--- src/rtl/ddr_burst_sched.sv ---
// ddr_burst_sched: arbitrates write and read bursts between a streaming
// write FIFO, a ring buffer in external memory and a downstream read FIFO.
// One burst is outstanding at a time; reads and writes alternate on ties.
module ddr_burst_sched #(
  parameter int ADDR_BITS     = 24,
  parameter int BURST_LEN     = 64,
  parameter int BASE_ADDR     = 0,
  parameter int REGION_WORDS  = 1024,
  parameter int RD_FIFO_DEPTH = 512,
  parameter int TIMEOUT       = 4095
) (
  input  logic                 mem_clk,
  input  logic                 rst,
  input  logic                 enable,
  input  logic                 flush,
  input  logic [9:0]           wr_fifo_rdusedw,
  input  logic [9:0]           rd_fifo_wrusedw,
  output logic                 rd_burst_req,
  output logic                 wr_burst_req,
  output logic [9:0]           rd_burst_len,
  output logic [9:0]           wr_burst_len,
  output logic [ADDR_BITS-1:0] rd_burst_addr,
  output logic [ADDR_BITS-1:0] wr_burst_addr,
  input  logic                 rd_burst_finish,
  input  logic                 wr_burst_finish,
  output logic [ADDR_BITS:0]   stored_words,
  output logic                 mem_full,
  output logic                 mem_empty,
  output logic                 busy,
  output logic                 timeout_err
);

  localparam int SW = ADDR_BITS + 1;
  localparam int CW = $clog2(TIMEOUT + 1);

  localparam logic [9:0]           BL_F     = 10'(BURST_LEN);
  localparam logic [9:0]           RD_LIMIT = 10'(RD_FIFO_DEPTH - BURST_LEN);
  localparam logic [SW-1:0]        BL_S     = SW'(BURST_LEN);
  localparam logic [SW-1:0]        REGION_S = SW'(REGION_WORDS);
  localparam logic [SW-1:0]        WR_LIMIT = SW'(REGION_WORDS - BURST_LEN);
  localparam logic [ADDR_BITS-1:0] BL_A     = ADDR_BITS'(BURST_LEN);
  localparam logic [ADDR_BITS-1:0] REGION_A = ADDR_BITS'(REGION_WORDS);
  localparam logic [ADDR_BITS-1:0] BASE_A   = ADDR_BITS'(BASE_ADDR);
  localparam logic [CW-1:0]        TMO_LAST = CW'(TIMEOUT - 1);

  typedef enum logic [1:0] {IDLE, WR_BURST, RD_BURST} state_t;

  state_t                 state;
  state_t                 state_nxt;
  logic [ADDR_BITS-1:0]   wr_ptr;
  logic [ADDR_BITS-1:0]   rd_ptr;
  logic [CW-1:0]          cnt;
  logic                   last_grant_rd;
  logic                   flush_pend;
  logic                   wr_ok;
  logic                   rd_ok;
  logic                   grant_wr;
  logic                   grant_rd;
  logic                   wr_done;
  logic                   rd_done;
  logic                   tmo;
  logic                   flush_now;

  // Ring pointer step: advance one burst and wrap at the end of the region.
  function automatic logic [ADDR_BITS-1:0] advance(input logic [ADDR_BITS-1:0] p);
    logic [ADDR_BITS-1:0] inc;
    inc = p + BL_A;
    advance = (inc == REGION_A) ? '0 : inc;
  endfunction

  assign wr_ok = enable && (wr_fifo_rdusedw >= BL_F) && (stored_words <= WR_LIMIT);
  assign rd_ok = enable && (stored_words >= BL_S) && (rd_fifo_wrusedw <= RD_LIMIT);

  // State, ring pointers, occupancy, timeout counter and pending flush.
  always_ff @(posedge mem_clk) begin
    if (rst) begin
      state         <= IDLE;
      wr_ptr        <= '0;
      rd_ptr        <= '0;
      stored_words  <= '0;
      cnt           <= '0;
      last_grant_rd <= 1'b1;
      flush_pend    <= 1'b0;
      timeout_err   <= 1'b0;
    end else begin
      state <= state_nxt;
      cnt   <= (state != IDLE && state_nxt != IDLE) ? cnt + 1'b1 : '0;
      if (grant_wr) last_grant_rd <= 1'b0;
      if (grant_rd) last_grant_rd <= 1'b1;
      if (tmo) timeout_err <= 1'b1;
      if (flush_now) begin
        wr_ptr       <= '0;
        rd_ptr       <= '0;
        stored_words <= '0;
        flush_pend   <= 1'b0;
      end else begin
        if (wr_done) begin
          wr_ptr       <= advance(wr_ptr);
          stored_words <= stored_words + BL_S;
        end
        if (rd_done) begin
          rd_ptr       <= advance(rd_ptr);
          stored_words <= stored_words - BL_S;
        end
        if (flush && state != IDLE) flush_pend <= 1'b1;
      end
    end
  end

  // Next state: flush takes precedence in IDLE, then round-robin arbitration.
  always_comb begin
    state_nxt = state;
    grant_wr  = 1'b0;
    grant_rd  = 1'b0;
    wr_done   = 1'b0;
    rd_done   = 1'b0;
    tmo       = 1'b0;
    flush_now = 1'b0;
    case (state)
      IDLE: begin
        if (flush || flush_pend) begin
          flush_now = 1'b1;
        end else if (wr_ok && (!rd_ok || last_grant_rd)) begin
          state_nxt = WR_BURST;
          grant_wr  = 1'b1;
        end else if (rd_ok) begin
          state_nxt = RD_BURST;
          grant_rd  = 1'b1;
        end
      end
      WR_BURST: begin
        if (wr_burst_finish) begin
          wr_done   = 1'b1;
          state_nxt = IDLE;
        end else if (cnt == TMO_LAST) begin
          tmo       = 1'b1;
          state_nxt = IDLE;
        end
      end
      RD_BURST: begin
        if (rd_burst_finish) begin
          rd_done   = 1'b1;
          state_nxt = IDLE;
        end else if (cnt == TMO_LAST) begin
          tmo       = 1'b1;
          state_nxt = IDLE;
        end
      end
      default: state_nxt = IDLE;
    endcase
  end

  // Outputs decoded from registered state and pointers only.
  always_comb begin
    wr_burst_req  = (state == WR_BURST);
    rd_burst_req  = (state == RD_BURST);
    busy          = (state != IDLE);
    wr_burst_len  = BL_F;
    rd_burst_len  = BL_F;
    wr_burst_addr = BASE_A + wr_ptr;
    rd_burst_addr = BASE_A + rd_ptr;
    mem_full      = (stored_words == REGION_S);
    mem_empty     = (stored_words == '0);
  end

endmodule

--- config.mk ---
export PLATFORM = sky130hd
export DESIGN_NAME = ddr_burst_sched
export DESIGN_NICKNAME = d
export VERILOG_FILES = /design/src/rtl/ddr_burst_sched.sv
export SDC_FILE = /design/constraint.sdc
export NUM_CORES = 1
export LEC_CHECK = 0
export CORE_MARGIN = 5
export CORE_UTILIZATION = 49
export CTS_CLUSTER_SIZE = 40
export DETAILED_ROUTE_END_ITERATION = 7
export GPL_ROUTABILITY_DRIVEN = 0
export MAX_ROUTING_LAYER = met4
export PLACE_DENSITY = 0.82
export SLEW_MARGIN = 20
export SYNTH_ARGS = -nofsm -noshare
export SYNTH_HDL_FRONTEND = slang
export SYNTH_SLANG_ARGS = --single-unit
--- constraint.sdc ---
create_clock -name mem_clk -period 2.75 [get_ports mem_clk]
set_input_delay 0.6875 -clock mem_clk [delete_from_list [all_inputs] [get_ports mem_clk]]
set_output_delay 0.6875 -clock mem_clk [all_outputs]
set_load 0.02 [all_outputs]
==> results.cfg, run 1 <==
[run_status]
status = completed

[die]
die_area_um2 = 10990
die_x_um = 104.8
io_pins = 125
core_um2 = 8763
die_y_um = 104.8
initial_utilization_pct = 50.30
rows = 34

[setup_path]
cp.arrival_ns = 1.97
critical_path_required_ns = 2.06
worst-setup-path-type = reg -> out
critPathMaxFanout = 6
startpoint_type = flop
cp-end-kind = output pin

[synthesis]
synth_seq_area_share_pct = 32.70
synth-edff-count = 0
syn-cell-area_um2 = 4408
yosysUniqueCellTypes = 66
synth_ff_type = dfxtp_1
synth_top_area_share_pct = 32.70
synth_area_leaders = dfxtp_1 (33%), nor2_1 (7.6%), xor2_1 (7.2%), buf_4 (6.6%), xnor2_1 (5.2%)
async_flop_share_pct = 0
ys_warn_count = 0
synth_area_per_cell_um2 = 8.058
syn_inst = 547
yosysTopAreaCell = dfxtp_1
ys_ff_latch = 72

[clock_tree]
numCtsBuffers = 9
postCtsSetupBuffers = 0
root_buffer = clkbuf_8
cts_resized = 2
htree_levels = 3
cts_tree = built
numClockSinks = 72
clk_pin_slew_worst_paths_ns = 0.07
clkLatencyLatePin_ns = 0.34
ctsLongestPathBuffers = 2
hold_buffers = 0

[sta]
clock_skew_ns = 0.007102
setup_viol = 0
rsz0062_at_grt = no
max_freq_mhz = 376.8
timing.final.max_slew_violations = 0
timing.slew.headroom_pct = 38.38
hold_violations = 0
setup_tns_ns = 0
fin_crit_sh_pct = 96.51
tightestPinTransition_ns = 0.9233
fin_crit_ns = 2.654
whs_ns = 0.4710
setup_ws_ns = 0.09603

[detailed_routing]
vias = 4093
drc_errors = 0
dr.max_layer_used = met4
wl_met1_um = 4692
postRouteAntennaNets = 0
first_iter_violations = 173
wl_met2_um = 5248
viasPerCell = 5.509
routed_wl_um = 10900
met3_length_um = 834
drt-wirelength-per-cell_um = 14.67
dr.pass1.iters = 4

[power]
ir_drop_mv = 0.1683
total_power_mw = 1.926
power_density_nw_per_um2 = 358.9
p_leak_nw = 1.834

[finish]
n_fill_cell = 782
final_cell_count_no_fill = 743
final_cell_area_um2 = 5365
num_antenna_cells = 0
nets = 669
finish.utilization_pct = 61.22
drive_above_1_share_pct = 7.402
syn_to_final_growth_pct = 21.71

[placed_design]
placed_cell_area_um2 = 5213
numPortBuffers = 80
dp_cells = 728
place_ws_ns = 0.01425
dp_hpwl_um = 8090

[global_routing]
track_usage_pct = 19.99
antenna_found_initial = 0
gr-total-overflow = 0
grt_max_degree = 29
grt_pass1_vias = 3992
grt_pass1_wl_um = 18420

[job]
drv_cap = 0

[worst_hold_path]
hp-class = reg -> reg
synthesized netlist by cell type (all sizes together), types with 3 or more instances:
master and n:
and3 4, o2111ai 3, xor2 36, nor4 12
ha 12, nand3 31, dfxtp 72, or2 3
and2 5, or4 4, clkbuf 20, nor2 89
o21ai 11, nor4b 3, a21oi 8, nor2b 4
o211ai 4, or3 5, mux2i 6, inv 13
nor3 21, nand4 22, o22ai 7, nand4b 4
buf 42, xnor2 26, nand2 41, and4 6
a31oi 6
worst max-delay path: stages, from the launching register on:
cell	delay (ns)
dfxtp_1	0.44
inv_1	0.09
ha_1	0.24
inv_1	0.19
clkdlybuf4s50_1	0.67
report_power, final:
group	total [mW]	switching, mW	internal [mW]
sequential	1.05	0.00590	1.05
clock	0.711	0.392	0.319
combinational	0.163	0.110	0.0531
routing by layer:
layer / track usage (%) / vias up
met4: 8.128 / 0
li1: - / 2009
met3: 3.637 / 13
met5: - / -
met1: 23.90 / 1889
met2: 33.14 / 182
cells by family after synthesis:
kind of cell    count (synthesis)  share of synthesized area, %
simple gates                  258                         29.97
fa+ha+maj                      12                         3.406
compound gates                 60                         9.425
flops                          72                         32.70
other cells                     2                        0.1704
mux                             6                         1.363
xor+xnor                       62                         12.32
buf+inv                        75                         10.64
flip-flops by register name, indices dropped and copies added (netlist names):
name,cells
flush_pend,1
timeout_err,1
rd_ptr,18
wr_ptr,18
stored_words,19
state,2
cnt,12
last_grant_rd,1
area by class of cell:
cell class	count	area, um2	area share [%]
Sequential cell	72	1441	26.87
Clock buffer	11	131.4	2.449
Tap cell	108	135.1	2.519
Timing Repair Buffer	99	937.1	17.47
Clock inverter	4	22.52	0.4198
Inverter	13	48.80	0.9095
Multi-Input combinational cell	436	2649	49.37
path summary, 6_finish.rpt:
check,startpoint,endpoint,cells past startpoint,slack [ns]
worst min register to register,timeout_err,timeout_err,2,0.47
worst max-delay path,state[1],busy,4,0.1
worst max register to register,wr_ptr[6],wr_ptr[10],6,0.37
worst min-delay path,timeout_err,timeout_err,2,0.47
cell usage in the layout, fill, tap and decap left out, types with 3 or more instances in the layout:
master           instances
or4_1                    3
nor4_1                  11
a31oi_1                  6
o21ai_0                  7
xnor2_1                 26
clkdlybuf4s50_1         78
and4_1                   6
nand2_1                 41
nand4_1                 21
dfxtp_1                 72
o22ai_1                  7
xor2_1                  36
nor2_1                  89
o21ai_1                  4
nand3_1                 30
a21oi_1                  8
and3_1                   4
nor3_1                  19
conb_1                  38
and2_1                   3
clkbuf_8                 9
nor2b_1                  4
nor4b_1                  3
o2111ai_1                3
inv_1                   13
ha_1                    12
clkinv_2                 3
o211ai_1                 3
mux2i_1                  6
buf_4                   19
or3_1                    5
nand4b_1                 3
Power figures use the tool's default switching activity.
==> run 2, diff against run 1 <==
CORE_UTILIZATION = 50   (was 49)
CTS_BUF_LIST = sky130_fd_sc_hd__clkbuf_8   (was default)
PLACE_DENSITY = default   (was 0.82)
PLACE_DENSITY_LB_ADDON = 0.12   (was default)
==> run 2 against run 1 <==
First-iteration DRC count decreased by 32%. Count of clock-buffer cells in the layout shrank 1. Final area increased by 1.4%. Non-clock buffer count is 4 higher. Total power is 5.4% higher. Register-to-register slack better by 0.04 ns. Global-route usage shrank 0.83 points. Cell count is 0.54% higher.
==> results.cfg, run 2 (synthesis gave the netlist of run 1 again) <==
[finish]
nets = 673
final_cell_area_um2 = 5439
final_common_cell = nor2_1
largest-register = stored_words
num_antenna_cells = 0
largestRegisters = stored_words: 19 flops, rd_ptr: 18 flops, wr_ptr: 18 flops
mostFrequentLayoutCells = nor2_1 (89), clkdlybuf4s50_1 (77), dfxtp_1 (72)
drive_above_1_share_pct = 7.825
largest_reg_flops = 19
syn_to_final_growth_pct = 23.39
final_cell_count_no_fill = 747

[die]
die_area_um2 = 10790
initial_utilization_pct = 51.04
die_x_um = 103.9
io_pins = 125
rows = 34
die_y_um = 103.9
core_um2 = 8636

[detailed_routing]
vias = 4036
dr.pass1.iters = 4
drc_errors = 0
drt-wirelength-per-cell_um = 13.82
postRouteAntennaNets = 0
viasPerCell = 5.403
first_iter_violations = 117
routed_wl_um = 10330

[sta]
timing.slew.headroom_pct = 64.82
clock_skew_ns = 0.006498
setup_ws_ns = 0.1450
tightestPinTransition_ns = 0.5263
max_freq_mhz = 383.9
setup_viol = 0
fin_crit_sh_pct = 94.73
fin_crit_ns = 2.605
timing.final.max_slew_violations = 0
rsz0062_at_grt = no
hold_violations = 0
setup_tns_ns = 0

[clock_tree]
ctsLongestPathBuffers = 2
clkLatencyLatePin_ns = 0.34
hold_buffers = 0
numCtsBuffers = 9
htree_levels = 3
root_buffer = clkbuf_8
numClockSinks = 72
clk_pin_slew_worst_paths_ns = 0.07
cts_tree = built

[setup_path]
critical_path_required_ns = 2.06
cp-end-kind = output pin
worst-setup-path-type = reg -> out
startpoint_type = flop
critPathMaxFanout = 4
crit_path_top_delay_cell = or4_4
cp.arrival_ns = 1.92
slowest_delay_ns = 0.56
worstPathCellList = or4_4, nand4b_4, nor2_1, dlygate4sd2_1

[global_routing]
grt_max_degree = 31
grt_pass1_vias = 3751
track_usage_pct = 19.16
grt_pass1_wl_um = 17500
gr-total-overflow = 0
antenna_found_initial = 0

[power]
power_density_nw_per_um2 = 373.3
p_leak_nw = 1.896
ir_drop_mv = 0.2049
total_power_mw = 2.030

[job]
drv_cap = 0

[placed_design]
dp_hpwl_um = 7804
numPortBuffers = 80
place_ws_ns = 0.09212
dp_cells = 732
placed_cell_area_um2 = 5255

[worst_hold_path]
hp-class = reg -> reg

[run_status]
status = completed
## run 2: changes by cell type in the layout (fill, tap and decap cells not counted)
cell,before,now
clkbuf_8,9,10
inv_1,13,15
clkdlybuf4s50_1,78,77
clkbuf_1,2,0
nor3_1,19,20
buf_12,0,1
buf_4,19,22
clkinv_2,3,1
dlymetal6s2s_1,0,1
bufinv_16,0,1
nor3_2,2,1
## run 2: final timing paths
check,slack [ns],end,from,cells after the start
hold / removal,0.48,cnt[0],cnt[0],1
setup reg to reg,0.41,wr_ptr[10],wr_ptr[7],6
setup / recovery,0.14,mem_empty,stored_words[13],4
hold reg to reg,0.48,cnt[0],cnt[0],1
## run 2: area by class of cell
type,count,area [um2]
repair buffers,103,982.2
multi-input cells,436,2644
well taps,108,135.1
inverters,13,48.80
clock inverters,5,50.05
fillers,785,3197
clock buffers,10,137.6
flip-flops and latches,72,1441
## run 2: per-stage QoR
| stage | hold WS [ns] | util [%] |
|---|---|---|
| after global routing | 0.4984 | 62.98 |
| after detailed placement | 0.4674 | 60.85 |
| after floorplan | 0.4373 | - |
| after global placement | 0.4547 | 60.85 |
| after CTS | 0.4849 | 63.00 |
| final | 0.4757 | 62.98 |
## run 2: report_power, final
group          internal [mW]  switching (mW)  total, mW
registers               1.05         0.00513       1.05
clock network          0.431           0.382      0.813
logic                 0.0570           0.109      0.166
## run 2: metal layers
layer | global-route usage [%] | routed length, um | up-vias
met1 | 23.75 | 4605 | 1881
li1 | - | - | 2015
met2 | 30.42 | 4837 | 123
met3 | 4.469 | 724 | 17
met4 | 7.123 | 161 | 0
met5 | - | 0 | -
## run 2: timing repair
item,in CTS,in global routing
gates resized for setup,2,4
cloned,0,0
setup endpoints to repair,2,2
setup buffers,0,0
## run 2: critical path, delay by kind of cell (launching register included)
| kind | cells | cell delay, ns |
|---|---|---|
| buf+inv | 1 | 0.35 |
| simple gates | 3 | 0.91 |
| flops | 1 | 0.31 |
